### config.mk
export PLATFORM = sky130hd
export DESIGN_NAME = clz_denorm
export DESIGN_NICKNAME = d
export VERILOG_FILES = /design/src/rtl/clz_denorm.sv
export SDC_FILE = /design/constraint.sdc
export NUM_CORES = 1
export LEC_CHECK = 0
export BUFFER_PORTS_ARGS = -buffer_cell sky130_fd_sc_hd__buf_4
export CAP_MARGIN = 0
export CORE_MARGIN = 2
export CORE_UTILIZATION = 40
export DETAILED_ROUTE_END_ITERATION = 10
export REMOVE_ABC_BUFFERS = 1
export SYNTH_ARGS = -nofsm -noshare
export SYNTH_HDL_FRONTEND = slang
export SYNTH_SLANG_ARGS = --single-unit
### constraint.sdc
create_clock -name clk -period 1.7 [get_ports clk]
set_input_delay 0.085 -clock clk [delete_from_list [all_inputs] [get_ports clk]]
set_output_delay 0.085 -clock clk [all_outputs]
set_load 0.02 [all_outputs]
### src/rtl/clz_denorm.sv
// ============================================================================
// Module   : clz_denorm
// Purpose  : Iterative right-shift denormalizer (one bit per cycle) with sticky.
// Revision : 1.0 - initial release
// ============================================================================
`default_nettype none

module clz_denorm #(
  parameter int WIDTH = 32
) (
  input  logic             clk,
  input  logic             rst,
  input  logic             start,
  input  logic [WIDTH-1:0] data,
  input  logic [4:0]       num,
  output logic             busy,
  output logic             done,
  output logic [WIDTH-1:0] result,
  output logic             sticky
);

  localparam logic [1:0] ST_IDLE  = 2'd0;
  localparam logic [1:0] ST_SHIFT = 2'd1;
  localparam logic [1:0] ST_DONE  = 2'd2;

  logic [1:0]       state_q, state_d;
  logic [WIDTH-1:0] shreg_q, shreg_d;
  logic [4:0]       cnt_q,   cnt_d;
  logic             acc_q,   acc_d;
  logic [WIDTH-1:0] result_q;
  logic             sticky_q;

  always_ff @(posedge clk) begin
    if (rst) begin
      state_q <= ST_IDLE;
    end else begin
      state_q <= state_d;
    end
  end

  always_comb begin
    state_d = state_q;
    case (state_q)
      ST_IDLE:  if (start) state_d = (num == 5'd0) ? ST_DONE : ST_SHIFT;
      ST_SHIFT: if (cnt_q == 5'd1) state_d = ST_DONE;
      ST_DONE:  state_d = ST_IDLE;
      default:  state_d = ST_IDLE;
    endcase
  end

  always_comb begin
    busy = (state_q == ST_SHIFT);
    done = (state_q == ST_DONE);
  end

  // Datapath next-state; start is only honoured in IDLE.
  always_comb begin
    shreg_d = shreg_q;
    cnt_d   = cnt_q;
    acc_d   = acc_q;
    if (state_q == ST_IDLE && start) begin
      shreg_d = data;
      cnt_d   = num;
      acc_d   = 1'b0;
    end else if (state_q == ST_SHIFT) begin
      shreg_d = {1'b0, shreg_q[WIDTH-1:1]};
      cnt_d   = cnt_q - 5'd1;
      acc_d   = acc_q | shreg_q[0];
    end
  end

  // Outputs load from the datapath's next value on the edge that enters DONE.
  always_ff @(posedge clk) begin
    if (rst) begin
      shreg_q  <= '0;
      cnt_q    <= '0;
      acc_q    <= 1'b0;
      result_q <= '0;
      sticky_q <= 1'b0;
    end else begin
      shreg_q <= shreg_d;
      cnt_q   <= cnt_d;
      acc_q   <= acc_d;
      if (state_d == ST_DONE) begin
        result_q <= shreg_d;
        sticky_q <= acc_d;
      end
    end
  end

  assign result = result_q;
  assign sticky = sticky_q;

endmodule

`default_nettype wire

After elaboration in Yosys (flattened, before gate mapping)
Cells that the tools add are included.
W data, S select, Z words.
Storage, ports and cells
  bits in registers: 73
  input bits: 40
  output and inout bits: 35
  logic and storage cells: 26
Cells by class
  add/sub/neg operators: 1
  equality and inequality tests: 4
  multiplexer cells: 10
  bitwise operators: 1
  reductions and logical operators: 4
Operator list (number)
  $mux W32: 2
  $mux W5: 2
  $mux W2: 3
  $eq A5 B1 Y1 const B: 1
  $logic_not A5 Y1: 1
  $sub A5 B1 Y5 const B: 1
  $eq A2 B2 Y1 const B: 2
  $pmux W2 S2: 1
  $eq A2 B1 Y1 const B: 1
  $logic_not A2 Y1: 1
  $mux W1: 2
  $reduce_bool A2 Y1: 1
  $logic_and A1 B1 Y1: 1
  $or A1 B1 Y1: 1

Logic depth before layout (Yosys ltp)
  word-level depth: 5
  depth in mapped cells: 7

Least setup slack after synthesis
Ideal clock, no wire load.
  path type: register to register
  start point: register cnt_q[1]
  end point: register result_q[2] (netlist: result[2])
  data arrival time: 1454 ps
  required time: 1641 ps
  setup slack: 187 ps
  cell stages (with the launch flop): 7
  clock period less this slack: 1513 ps
  cell sequence: dfxtp_1 -> inv_1 -> ha_1 -> and4_4 -> a221oi_2 -> buf_6 -> a2bb2o_1
Between the ends
  cells in the longest elaborated chain, start to end: 4
RTL lines
  start, declared: line 28  | logic [4:0] cnt_q, cnt_d;
  start signal, assigned: line 82  | cnt_q <= cnt_d;
  $eq A5 B1 Y1: line 45  | ST_SHIFT: if (cnt_q == 5'd1) state_d = ST_DONE;
  $mux W2: line 45
  $pmux W2 S2: line 43  | case (state_q)
  $eq A2 B2 Y1: line 84  | if (state_d == ST_DONE) begin
  end signal, assigned: line 85  | result_q <= shreg_d;
  end, declared: line 30  | logic [WIDTH-1:0] result_q;
No other way between the ends.
A chain may end at the register's enable or synchronous reset.

Worst setup path after layout
  start point: register state_q[1]
  end point: register result_q[1] (netlist: result[1])
Between the ends
  cells in the longest elaborated chain, start to end: 3
  elaborated cells on any way between the ends: 9
  those cells by class: 2 x eq/ne; 5 x mux; 2 x reduce/logical
RTL lines
  start, declared: line 26  | logic [1:0] state_q, state_d;
  start signal, assigned: line 37  | state_q <= state_d;
  $eq A2 B1 Y1, or another cell as far along: line 43, 65
  $pmux W2 S2, or another cell as far along: line 43
  $eq A2 B2 Y1 or $mux W32 (tied branches): line 84, 61
Parallel ways exist; a longest one is shown, timed or not.

==> flow_summary.ini <==
[setup_path]
cp.arrival_ns = 1.82
crit_fanout = 32
critical_path_class = reg -> reg
cpPeakStageDelay_ns = 0.43
start_kind = flip-flop
critPathCaptureType = flip-flop
required_ns = 1.94
slowest_stage = dfxtp_2
cp_cell_sequence = nor3_1 > a221oi_4 > buf_12 > a2bb2o_1

[synth]
ys_seq_area_share_pct = 44.61
synth.area.top_cells = dfxtp_1, a22oi_1, o21a_1, o2bb2ai_1, nor2b_1
synth_top_family_by_area = compound AO/OA/AOI/OAI gates
synth_edf_count = 0
yosysWarnings = 0
synth_largest_area_cell = dfxtp_1
ys_types = 38
synth_ff_type = dfxtp_1
synthAdderAreaFrac_pct = 0.7639
synth-simple-area-share_pct = 15.09
async_flop_share_pct = 0
synth_area_um2 = 3276
syn_inst = 349
synth_seq_cells = 73
synth_xor_area_share_pct = 0
yosys.area.top_type_share_pct = 44.61
avgSynthCellArea_um2 = 9.386
synth_mux_area_share_pct = 0.3438
synth-compound-area-share_pct = 32.93

[drt]
drc = 0
wl_um = 8460
drtAntennaViolNets = 0
vias_per_cell = 5.297
firstDrtPassIters = 4
drt_iter0_markers = 150
wl_per_cell_um = 15.99
route.vias.total = 2802

[global_routing]
grt_pass1_wl_um = 13440
grt_max_degree = 33
grt_pass1_vias = 2695
grt_util_all_layers_pct = 19.63
overflow = 0
antenna_found_initial = 0

[timing]
period_minus_slack_ns = 1.585
finalSetupViolations = 0
finClkSkew_ns = 0.007751
max_freq_ghz = 0.6308
worstMarginPinSlew_ns = 0.4346
final.setup.worst_slack_ns = 0.1147
finalHoldViolations = 0
max-slew-margin-rel_pct = 70.80
rsz0062_at_grt = no
slew_viol_final = 0
fin_crit_sh_pct = 93.25

[floorplanning]
die_w_um = 94.50
dieArea_um2 = 8929
initial_core_util_pct = 40.48
fp-row-count = 33
pin_count = 75
core_area_um2 = 8093
dieHeight_um = 94.50

[pwr]
clkPwrFrac_pct = 40.4
comb_power_share_pct = 14.3
p_switching_mw = 1.045
p_sw_share_pct = 25.59
power.density_nw_per_um2 = 969.6
power.leakage_nw = 1.638
power_mw = 4.083
peakVddDrop_uv = 487.9
p_int_mw = 3.038
seq_power_share_pct = 45.3

[worst_hold_path]
min_path_type = in -> reg

[clock_tree]
cts_max_level = 3
cts_buffer_depth = 2
cts_num_sinks = 73
post_cts_buffers = 0
cts_tree = built
path_clk_slew_ns = 0.08
holdBufCountCts = 0
clk_latency_ns = 0.35
ctsRootBufferMaster = clkbuf_8
cts_buffers = 9

[layout]
diodes = 0
fill_cells = 797
drive_gt1_share_pct = 28.07
area_growth_pct = 28.57
final_cells = 529
final_nets = 461

[job]
max_cap_violations = 0

[status]
status = finished, final reports clean

[place]
gp_congestion = 0.8135
dp_hpwl_um = 5472
dp_cells = 513
dp_slack_ns = 0.08686
numPortBuffers = 74
[cell families (layout without fill, tap and decap cells)]
| logic type | after synthesis | in the layout |
|---|---|---|
| and+or+nand+nor | 90 | 90 |
| buffers and inverters | 36 | 111 |
| muxes | 1 | 1 |
| adders and majority gates | 2 | 2 |
| AOI/OAI and AO/OA | 147 | 147 |
| DFF | 73 | 73 |
[cells in the mapped netlist, types with 3 or more instances]
| library cell | number |
|---|---|
| nor2b_1 | 34 |
| a22oi_1 | 31 |
| buf_1 | 3 |
| o21ai_0 | 6 |
| nor2_1 | 38 |
| o2bb2ai_1 | 25 |
| buf_4 | 4 |
| inv_1 | 6 |
| a211oi_1 | 3 |
| o21a_1 | 31 |
| buf_2 | 8 |
| buf_6 | 6 |
| a2bb2o_1 | 4 |
| a21oi_1 | 37 |
| nand3_1 | 3 |
| dfxtp_1 | 73 |
| clkbuf_1 | 9 |
[flip-flops by register name, indices dropped and copies added (netlist names)]
register	cells
acc_q	1
cnt_q	5
result	32
shreg_q	32
state_q	2
sticky	1
[critical path, delay by kind of cell, from the launching register on]
kind | cells | cell delay [ns]
buffers and inverters | 1 | 0.20
DFF | 1 | 0.43
AOI/OAI and AO/OA | 2 | 0.41
and+or+nand+nor | 1 | 0.43
[power groups by stage]
stage	Combinational, mW	Sequential (mW)	Clock (mW)
finish	0.582	1.85	1.65
global route	0.642	1.86	1.76
CTS	0.583	1.85	1.68
detailed placement	0.582	1.89	0
global placement	0.572	1.89	0
floorplan	0.294	1.90	0
[metal layers]
metal,share of wire [%],routed length (µm),vias up,global-route usage (%)
li1,-,-,1413,-
met1,48,4043,1315,25.88
met2,46,3895,67,31.43
met3,5.2,440,7,4.789
met4,0.95,80,0,6.884
met5,0,0,-,0
[what timing repair did]
action,in CTS,in global routing
gates resized for setup,0,3
setup endpoints to repair,0,4
endpoints found under the hold margin,0,0
[layout make-up]
type	count	area, µm²	share of cell area (%)
clock buffers	9	123.9	2.941
clock inverters	7	118.9	2.822
inverters	6	22.52	0.5348
multi-input cells	240	1628	38.65
flip-flops and latches	73	1465	34.79
well taps	105	131.4	3.119
repair buffers	89	721.9	17.14
[stage by stage]
step / hold WS (ns) / instance area, µm² / TNS [ns] / util, %
after floorplan: 0.1541 / 3093 / -59.19 / -
after global routing: 0.1082 / 4212 / 0 / 52.04
final: 0.1208 / 4212 / 0 / 52.04
after detailed placement: 0.4479 / 3956 / 0 / 48.89
after CTS: 0.1029 / 4199 / 0 / 51.89
after global placement: 0.4478 / 3956 / 0 / 48.89
[placed cells by master, fill, tap and decap left out, types with 2 or more instances in the layout]
master / instances
nand3_1: 3
a2bb2o_1: 4
buf_12: 4
nor2_1: 38
clkbuf_8: 9
o21a_1: 31
o2bb2ai_1: 25
buf_4: 84
inv_1: 6
nand2b_1: 2
a22oi_1: 31
bufinv_16: 3
o32ai_1: 2
nor2b_1: 34
dfxtp_2: 3
a21oi_1: 37
a211oi_1: 3
nor3_1: 2
nand2_1: 2
nor2b_2: 2
ha_1: 2
clkinvlp_4: 2
o2bb2ai_2: 2
o21ai_0: 6
dfxtp_1: 70
[final timing paths]
kind | start | to | slack, ns | cells after the start
max | state_q[1] | result[1] | 0.11 | 4
min | rst | shreg_q[14] | 0.12 | 2
max reg2reg | state_q[1] | result[1] | 0.11 | 4
min reg2reg | result[4] | result[4] | 0.47 | 1
Note: power is estimated with default switching activity, not from simulation.
